[config.mk]
export PLATFORM = sky130hd
export DESIGN_NAME = act_vec_serializer_flat
export DESIGN_NICKNAME = d
export VERILOG_FILES = /design/src/rtl/act_vec_serializer_if.sv /design/src/rtl/act_vec_serializer.sv /design/src/flat_wrapper.sv
export SDC_FILE = /design/constraint.sdc
export NUM_CORES = 1
export LEC_CHECK = 0
export ABC_AREA = 1
export CELL_PAD_IN_SITES_DETAIL_PLACEMENT = 0
export CELL_PAD_IN_SITES_GLOBAL_PLACEMENT = 1
export CORE_AREA = 2 2 219 200
export DETAILED_ROUTE_END_ITERATION = 8
export DIE_AREA = 0 0 221 202
export PLACE_DENSITY_LB_ADDON = 0.1
export SLEW_MARGIN = 10
export SYNTH_ARGS = -nofsm -noshare
export SYNTH_HDL_FRONTEND = slang
export SYNTH_SLANG_ARGS = --single-unit
[constraint.sdc]
create_clock -name ap_clk -period 2.6 [get_ports ap_clk]
set_input_delay 0.52 -clock ap_clk [delete_from_list [all_inputs] [get_ports ap_clk]]
set_output_delay 0.52 -clock ap_clk [all_outputs]
set_load 0.05 [all_outputs]
[src/rtl/act_vec_serializer_if.sv]
// Vector-in / element-out stream bundle for the activation serializer.
// The serializer takes the slave side; the producer/consumer pair uses master.
interface act_vec_serializer_if #(
  parameter int N    = 9,
  parameter int W    = 32,
  parameter int IDXW = 4
);
  logic [N*W-1:0]  in_data;
  logic            in_valid;
  logic            in_ready;
  logic [W-1:0]    out_data;
  logic            out_valid;
  logic            out_ready;
  logic [IDXW-1:0] out_idx;
  logic            out_last;

  modport master (
    output in_data, in_valid, out_ready,
    input  in_ready, out_data, out_valid, out_idx, out_last
  );

  modport slave (
    input  in_data, in_valid, out_ready,
    output in_ready, out_data, out_valid, out_idx, out_last
  );
endinterface

[src/rtl/act_vec_serializer.sv]
// Captures a 9-lane ReLU activation vector and streams it one element per beat,
// lane 0 first, with sticky diagnostics for negative lanes and a frame counter.
module act_vec_serializer #(
  parameter int N    = 9,
  parameter int W    = 32,
  parameter int IDXW = 4
) (
  input  logic                 ap_clk,
  input  logic                 ap_rst_n,
  act_vec_serializer_if.slave  bus,
  input  logic                 clr_diag,
  output logic [15:0]          frame_cnt,
  output logic                 neg_seen
);

  typedef enum logic {IDLE, SEND} state_t;

  state_t          state, state_next;
  logic [IDXW-1:0] idx, idx_next;
  logic [N*W-1:0]  vec_p0;
  logic            load, frame_done, last_idx;

  function automatic logic any_neg(input logic [N*W-1:0] v);
    logic r;
    r = 1'b0;
    for (int k = 0; k < N; k++) r = r | v[k*W + W - 1];
    return r;
  endfunction

  function automatic logic [W-1:0] lane_sel(input logic [N*W-1:0] v, input logic [IDXW-1:0] i);
    return v[int'(i)*W +: W];
  endfunction

  assign last_idx = (idx == IDXW'(N - 1));

  // load/frame_done already include the handshakes, so the datapath never re-checks them
  always_comb begin
    state_next   = state;
    idx_next     = idx;
    load         = 1'b0;
    frame_done   = 1'b0;
    bus.in_ready = 1'b0;
    bus.out_valid = 1'b0;
    case (state)
      IDLE: begin
        bus.in_ready = 1'b1;
        if (bus.in_valid) begin
          load       = 1'b1;
          idx_next   = '0;
          state_next = SEND;
        end
      end
      SEND: begin
        bus.out_valid = 1'b1;
        bus.in_ready  = bus.out_ready & last_idx;
        if (bus.out_ready) begin
          if (!last_idx) begin
            idx_next = idx + IDXW'(1);
          end else begin
            frame_done = 1'b1;
            idx_next   = '0;
            if (bus.in_valid) load = 1'b1;
            else              state_next = IDLE;
          end
        end
      end
      default: state_next = IDLE;
    endcase
  end

  always_ff @(posedge ap_clk or negedge ap_rst_n) begin
    if (!ap_rst_n) begin
      state <= IDLE;
      idx   <= '0;
    end else begin
      state <= state_next;
      idx   <= idx_next;
    end
  end

  // p0: captured vector, held untouched until the next accept
  always_ff @(posedge ap_clk or negedge ap_rst_n) begin
    if (!ap_rst_n)  vec_p0 <= '0;
    else if (load)  vec_p0 <= bus.in_data;
  end

  assign bus.out_data = lane_sel(vec_p0, idx);
  assign bus.out_idx  = idx;
  assign bus.out_last = (state == SEND) & last_idx;

  // clear takes priority over same-cycle set/increment
  always_ff @(posedge ap_clk or negedge ap_rst_n) begin
    if (!ap_rst_n) begin
      frame_cnt <= '0;
      neg_seen  <= 1'b0;
    end else if (clr_diag) begin
      frame_cnt <= '0;
      neg_seen  <= 1'b0;
    end else begin
      if (frame_done)                  frame_cnt <= frame_cnt + 16'd1;
      if (load && any_neg(bus.in_data)) neg_seen <= 1'b1;
    end
  end

endmodule

[src/flat_wrapper.sv]
// flat-port wrapper written by rule: the top's interface ports become plain ports
module act_vec_serializer_flat 
#(
  parameter int N    = 9,
  parameter int W    = 32,
  parameter int IDXW = 4
)
  (ap_clk, ap_rst_n, clr_diag, frame_cnt, neg_seen, bus_in_data, bus_in_valid, bus_out_ready, bus_in_ready, bus_out_data, bus_out_valid, bus_out_idx, bus_out_last);
  act_vec_serializer_if #(.N(N), .W(W), .IDXW(IDXW)) bus_i ();
  input  logic ap_clk;
  input  logic ap_rst_n;
  input  logic clr_diag;
  output logic [15:0] frame_cnt;
  output logic neg_seen;
  input wire logic [$bits(bus_i.in_data)-1:0] bus_in_data;
  input wire logic [$bits(bus_i.in_valid)-1:0] bus_in_valid;
  input wire logic [$bits(bus_i.out_ready)-1:0] bus_out_ready;
  output wire logic [$bits(bus_i.in_ready)-1:0] bus_in_ready;
  output wire logic [$bits(bus_i.out_data)-1:0] bus_out_data;
  output wire logic [$bits(bus_i.out_valid)-1:0] bus_out_valid;
  output wire logic [$bits(bus_i.out_idx)-1:0] bus_out_idx;
  output wire logic [$bits(bus_i.out_last)-1:0] bus_out_last;
  assign bus_i.in_data = bus_in_data;
  assign bus_i.in_valid = bus_in_valid;
  assign bus_i.out_ready = bus_out_ready;
  assign bus_in_ready = bus_i.in_ready;
  assign bus_out_data = bus_i.out_data;
  assign bus_out_valid = bus_i.out_valid;
  assign bus_out_idx = bus_i.out_idx;
  assign bus_out_last = bus_i.out_last;
  act_vec_serializer #(.N(N), .W(W), .IDXW(IDXW)) u_core (.ap_clk(ap_clk), .ap_rst_n(ap_rst_n), .bus(bus_i), .clr_diag(clr_diag), .frame_cnt(frame_cnt), .neg_seen(neg_seen));
endmodule
# == Word-level counts from Yosys, hierarchy flattened ==
# Cells that the tools add are included.
# totals
ff_bits,310
latchBits,0
mem_bits_rw,0
rom_bits,0
input_bits,293
out_inout_bits,56
word_cells,46
n_memories,0
# op_classes
n_addsub,2
n_mul,0
n_div,0
magnitude_cmp,0
n_eq_ne,3
shift,1
n_mux,20
bitwise,11
n_reduce_logical,4
# op_table
cell,n
$shiftx 288x10->32,1
$mux 16,2
$add 16x1->16 const B,1
$mux 4,3
$mux 1,11
$or 1x1->1,8
$pmux 4 s2,1
$pmux 1 s2,3
$add 4x1->4 const B,1
$eq 4x4->1 const B,1
$ne 2x2->1 const B,2
$reduce_bool 2->1,2
$and 1x1->1,2
$reduce_and 2->1,1
$logic_and 1x1->1,1
$not 1->1,1

# == Logic depth before layout (Yosys ltp) ==
# logic_depth
word_depth,11
mapped_depth,12
ltp_nobuf,10

# == Worst setup path before layout ==
# No wires, ideal clock.
# synth_path
kind,register to output
startpoint,register u_core.idx[1] (netlist: u_core.bus.out_idx[1])
endpoint,output port bus_out_last
arrival_ns,2.251
required_time_ns,2.080
setup_slack_ns,-0.171
path_stages_with_launch,7
n_path_buf,2
path_cell_list,dfrtp_1 > buf_2 > inv_1 > buf_1 > ha_1 > nand3_4 > nor2_1
# synth_via
elab_chain_cells,2
# synth_lines
item,line_no,source
start: declaration,act_vec_serializer.sv:19,"logic [IDXW-1:0] idx, idx_next;"
start signal: assignment,act_vec_serializer.sv:77,idx <= idx_next;
$eq 4x4->1,act_vec_serializer.sv:34,assign last_idx = (idx == IDXW'(N - 1));
$and 1x1->1,act_vec_serializer.sv:89,assign bus.out_last = (state == SEND) & last_idx;
end: declaration,flat_wrapper.sv:22,output wire logic [$bits(bus_i.out_last)-1:0] bus_out_last;
# No other way between the ends.

# == Final worst setup path ==
# layout_path
startpoint,register u_core.idx[0] (netlist: u_core.bus.out_idx[0])
endpoint,output port bus_out_data[19]
# layout_via
elab_chain_cells,1
# layout_lines
item,line_no,source
$shiftx 288x10->32,act_vec_serializer.sv:31,return v[int'(i)*W +: W];
end: declaration,flat_wrapper.sv:19,output wire logic [$bits(bus_i.out_data)-1:0] bus_out_data;
# No other way between the ends.

==> metrics.md <==
| Metric | Value |
|---|---|
| Synth warn | `0` |
| Area Overhead vs Synth | `49.3%` |
| Area contributors post-synth | `dfrtp_1 (52%), nand2_1 (17%), nand3_1 (12%), nor2_1 (5.7%), o21ai_0 (4.6%)` |
| Core outline area | `0.0424 sq mm` |
| Nets@finish | `2613` |
| P per Cell Area | `1380 mW/mm^2` |
| Flop pwr share | `0.287` |
| Reg2reg start | `u_core.bus.out_idx[0]$_DFFE_PN0P_` |
| Global route total overflow | `0` |
| Synth top cells by count | `nand2_1 (682), nand3_1 (348), dfrtp_1 (310), nor2_1 (229), o21ai_0 (138)` |
| Drt wl/cell | `22.7 microns` |
| Post-Syn Nets | `2270` |
| Initial Utilization | `0.355` |
| WP data required | `2.08 ns` |
| Via density | `5.29` |
| Clk Latency, worst-skew pair | `0.53 ns` |
| CP max-delay cell | `dfrtp_4` |
| First-pass GRT wire length | `95800 microns` |
| Die ar. | `0.0446 sq mm` |
| Peak supply drop | `1.66 mV` |
| Comb pwr share | `0.552` |
| Most frequent cell after synthesis | `nand2_1` |
| Worst-path cell chain | `buf_6, clkbuf_16, nor2_1, nor2_1, o21ai_1, nand3_1, nand3_2, nand2_2, buf_12` |
| Largest net degree at the start of global routing | `94` |
| Worst r2r path cells | `13` |
| Synthesized area | `0.0151 sq mm` |
| Seq cells post-synth | `310` |
| Slew of the pin with the lowest slew margin | `0.611 ns` |
| Cells after Synth | `1974` |
| Leak Pwr | `10.5 nW` |
| CP Buf/Inv Count | `3` |
| Final Power | `0.0309 W` |
| Sw Share | `0.450` |
| Status | `complete, but fails checks` |
| Max incr delay on CP | `0.53 ns` |
| # fillers | `4004` |
| Iteration count of the initial detailed-routing pass | `5` |
| Max-slew violations | `0` |
| Maxcap violations | `0` |
| Placed insts | `2790` |
| TritonCTS clock tree | `yes` |
| Final period util | `1.12` |
| Avg Inst Size Synth | `7.63 sq um` |
| Non-filler cells, final | `2895` |
| Clk pin slew, worst setup/hold paths | `0.06 ns` |
| Setup violators final | `99` |
| Endpoint, Worst Hold | `u_core.state$_DFF_PN0_` |
| Cell taking the most area after synthesis | `dfrtp_1` |
| R2R Setup Slk | `-0.05 ns` |
| Crit-path max FO | `10` |
| Initial antenna violation count | `16` |
| Critical path type | `reg -> out` |
| Row cnt | `72` |
| Die Span X | `221 microns` |
| Crit. End Element | `output pin` |
| Period minus WS final | `2.92 ns` |
| Hold Path Depth | `3` |
| Global Route Usage Sum | `0.284` |
| Top-area cell type share of the netlist area | `0.515` |
| Final Worst Setup Slack | `-0.325 ns` |
| Most used cell, CP | `nor2_1` |
| Top-level I/O count | `349` |
| Critical R2R Capture | `u_core.vec_p0[61]$_DFFE_PN0P_` |
| Fmax | `342 MHz` |
| Top FF cell, synth | `dfrtp_1` |
| Vias | `15300` |
| Crit-path leading delay family | `simple AND/OR/NAND/NOR gates` |
| CTS Buf Count | `36` |
| Cell Int Power | `0.0170 W` |
| Violated checks | `setup timing` |
| DRT iter0 DRCs | `1471` |
| Hold Crit Start | `bus_in_valid` |
| Layout cells sized above 1 | `0.164` |
| Antenna Nets Post-Route | `0` |
| Asr flop ratio synth | `1.00` |
| Worst endpoint data arrival time | `2.40 ns` |
| Unrepaired setup endpoints after global routing | `true` |
| Max_slew headroom | `0.588` |
| TritonCTS Sinks | `310` |
| Register area share after synthesis | `0.515` |
| Worst hold path type | `in -> reg` |
| Post-synth cell types | `29` |
| Final Skew | `0.0120 ns` |
| Total Wirelength | `65600 microns` |
| CTS Buffer Depth | `3` |
| Switch Pwr | `0.0139 W` |
| Final Hold Fails | `0` |
| Root Driver | `clkbuf_16` |
| EDFF count, synth | `0` |
| H-tree depth | `2` |
| Clock power frac | `0.161` |
| Setup crit start kind | `flip-flop` |
| Port Buffers | `348` |
| Final Core Density | `0.530` |
| GPL Wtd Cong | `0.871` |
| Die height | `202 microns` |
| DRC Markers | `0` |
| Vias in the first global route | `15100` |
| Post-DP HPWL | `44900 microns` |
==> power by group through the flow <==
stage | Combinational (W) | Sequential (W) | Clock, W
CTS | 0.0159 | 0.00869 | 0.00503
floorplan | 0.00736 | 0.00819 | 0
detailed placement | 0.0140 | 0.00861 | 0
finish | 0.0171 | 0.00889 | 0.00497
global route | 0.0182 | 0.00911 | 0.00524
global placement | 0.0139 | 0.00860 | 0
==> timing repair <==
action / CTS / global route
resized for setup: 194 / 142
hold endpoints to repair: 30 / 0
pin swaps: 39 / 81
setup endpoints to repair: 34 / 34
cloned: 12 / 9
hold buffers: 1 / 0
setup buffers: 19 / 6
==> cell type report <==
cell class                      instances  area (sq um)  area share
Clock inverter                          7          35.0     0.00156
Sequential cell                       310          7760       0.345
Timing Repair inverter                  1          8.76    0.000390
Clock buffer                           52          1090      0.0486
Antenna cell                            2          5.00    0.000223
Inverter                               32           153     0.00679
Multi-Input combinational cell       1481          7290       0.324
Timing Repair Buffer                  455          5430       0.242
Tap cell                              555           694      0.0309
==> state kept, by name, indices dropped and copies added, names as in the netlist <==
register / flops
u_core.vec_p0: 288
u_core.frame_cnt: 16
u_core.bus.out_idx: 4
u_core.neg_seen: 1
u_core.state: 1
==> metal layers <==
layer	wire length [microns]	global-route usage	vias up
li1	-	-	7124
met1	29600	0.411	7485
met2	27800	0.403	584
met3	6290	0.0925	107
met4	1770	0.0813	24
met5	152	0	-
==> cells in the final DEF (no fill, tap or decap), types with 9 or more instances in the layout <==
cell type	netlist	routed
a21oi_1	9	9
buf_12	0	59
buf_16	0	12
buf_4	12	44
buf_6	1	14
clkbuf_16	0	45
clkbuf_8	0	11
clkdlybuf4s50_1	0	309
dfrtp_1	310	308
inv_1	29	28
nand2_1	682	642
nand2_2	1	37
nand3_1	348	326
nand3_2	0	22
nor2_1	229	165
nor2_2	1	44
nor2_4	0	21
o211ai_1	51	51
o21ai_0	138	63
o21ai_1	0	28
o21ai_2	1	32
o21ai_4	0	16
==> per-stage QoR <==
stage,setup TNS (ns),hold WS (ns),setup slack (ns),area (sq um)
after CTS,-9.31,0.409,-0.327,21800
after floorplan,0,0.224,0.0430,15100
final,-8.57,0.400,-0.325,22500
after detailed placement,-0.0763,0.432,-0.0763,19700
after global routing,-19.39,0.447,-0.350,22500
after global placement,-0.0514,0.434,-0.0514,19700
==> kinds of logic (layout without fill, tap and decap cells) <==
group / count (synthesis) / in the layout / share of synthesized area
compound gates: 201 / 201 / 0.0758
xor+xnor: 2 / 2 / 0.00116
fa+ha+maj: 3 / 3 / 0.00249
buf+inv: 183 / 547 / 0.0549
flops: 310 / 310 / 0.515
other cells: 0 / 2 / 0
simple gates: 1275 / 1275 / 0.350
==> tightest hold or removal path, delay by kind of cell <==
family,cells,cell delay (ns)
buf+inv,2,0.29
simple gates,1,0.05
==> how the worst max path moves through the flow <==
stage | depth (start not counted) | start | endpoint
after detailed placement | 7 | u_core.bus.out_idx[0]$_DFFE_PN0P_ | bus_out_data[21]
after CTS | 7 | u_core.bus.out_idx[0]$_DFFE_PN0P_ | bus_out_data[27]
after global routing | 10 | u_core.bus.out_idx[0]$_DFFE_PN0P_ | bus_out_data[24]
final | 9 | u_core.bus.out_idx[0]$_DFFE_PN0P_ | bus_out_data[19]
after global placement | 7 | u_core.bus.out_idx[0]$_DFFE_PN0P_ | bus_out_data[21]
after floorplan | 8 | u_core.bus.out_idx[1]$_DFFE_PN0P_ | bus_in_ready
No activity file was read; power rests on OpenSTA's default activity.
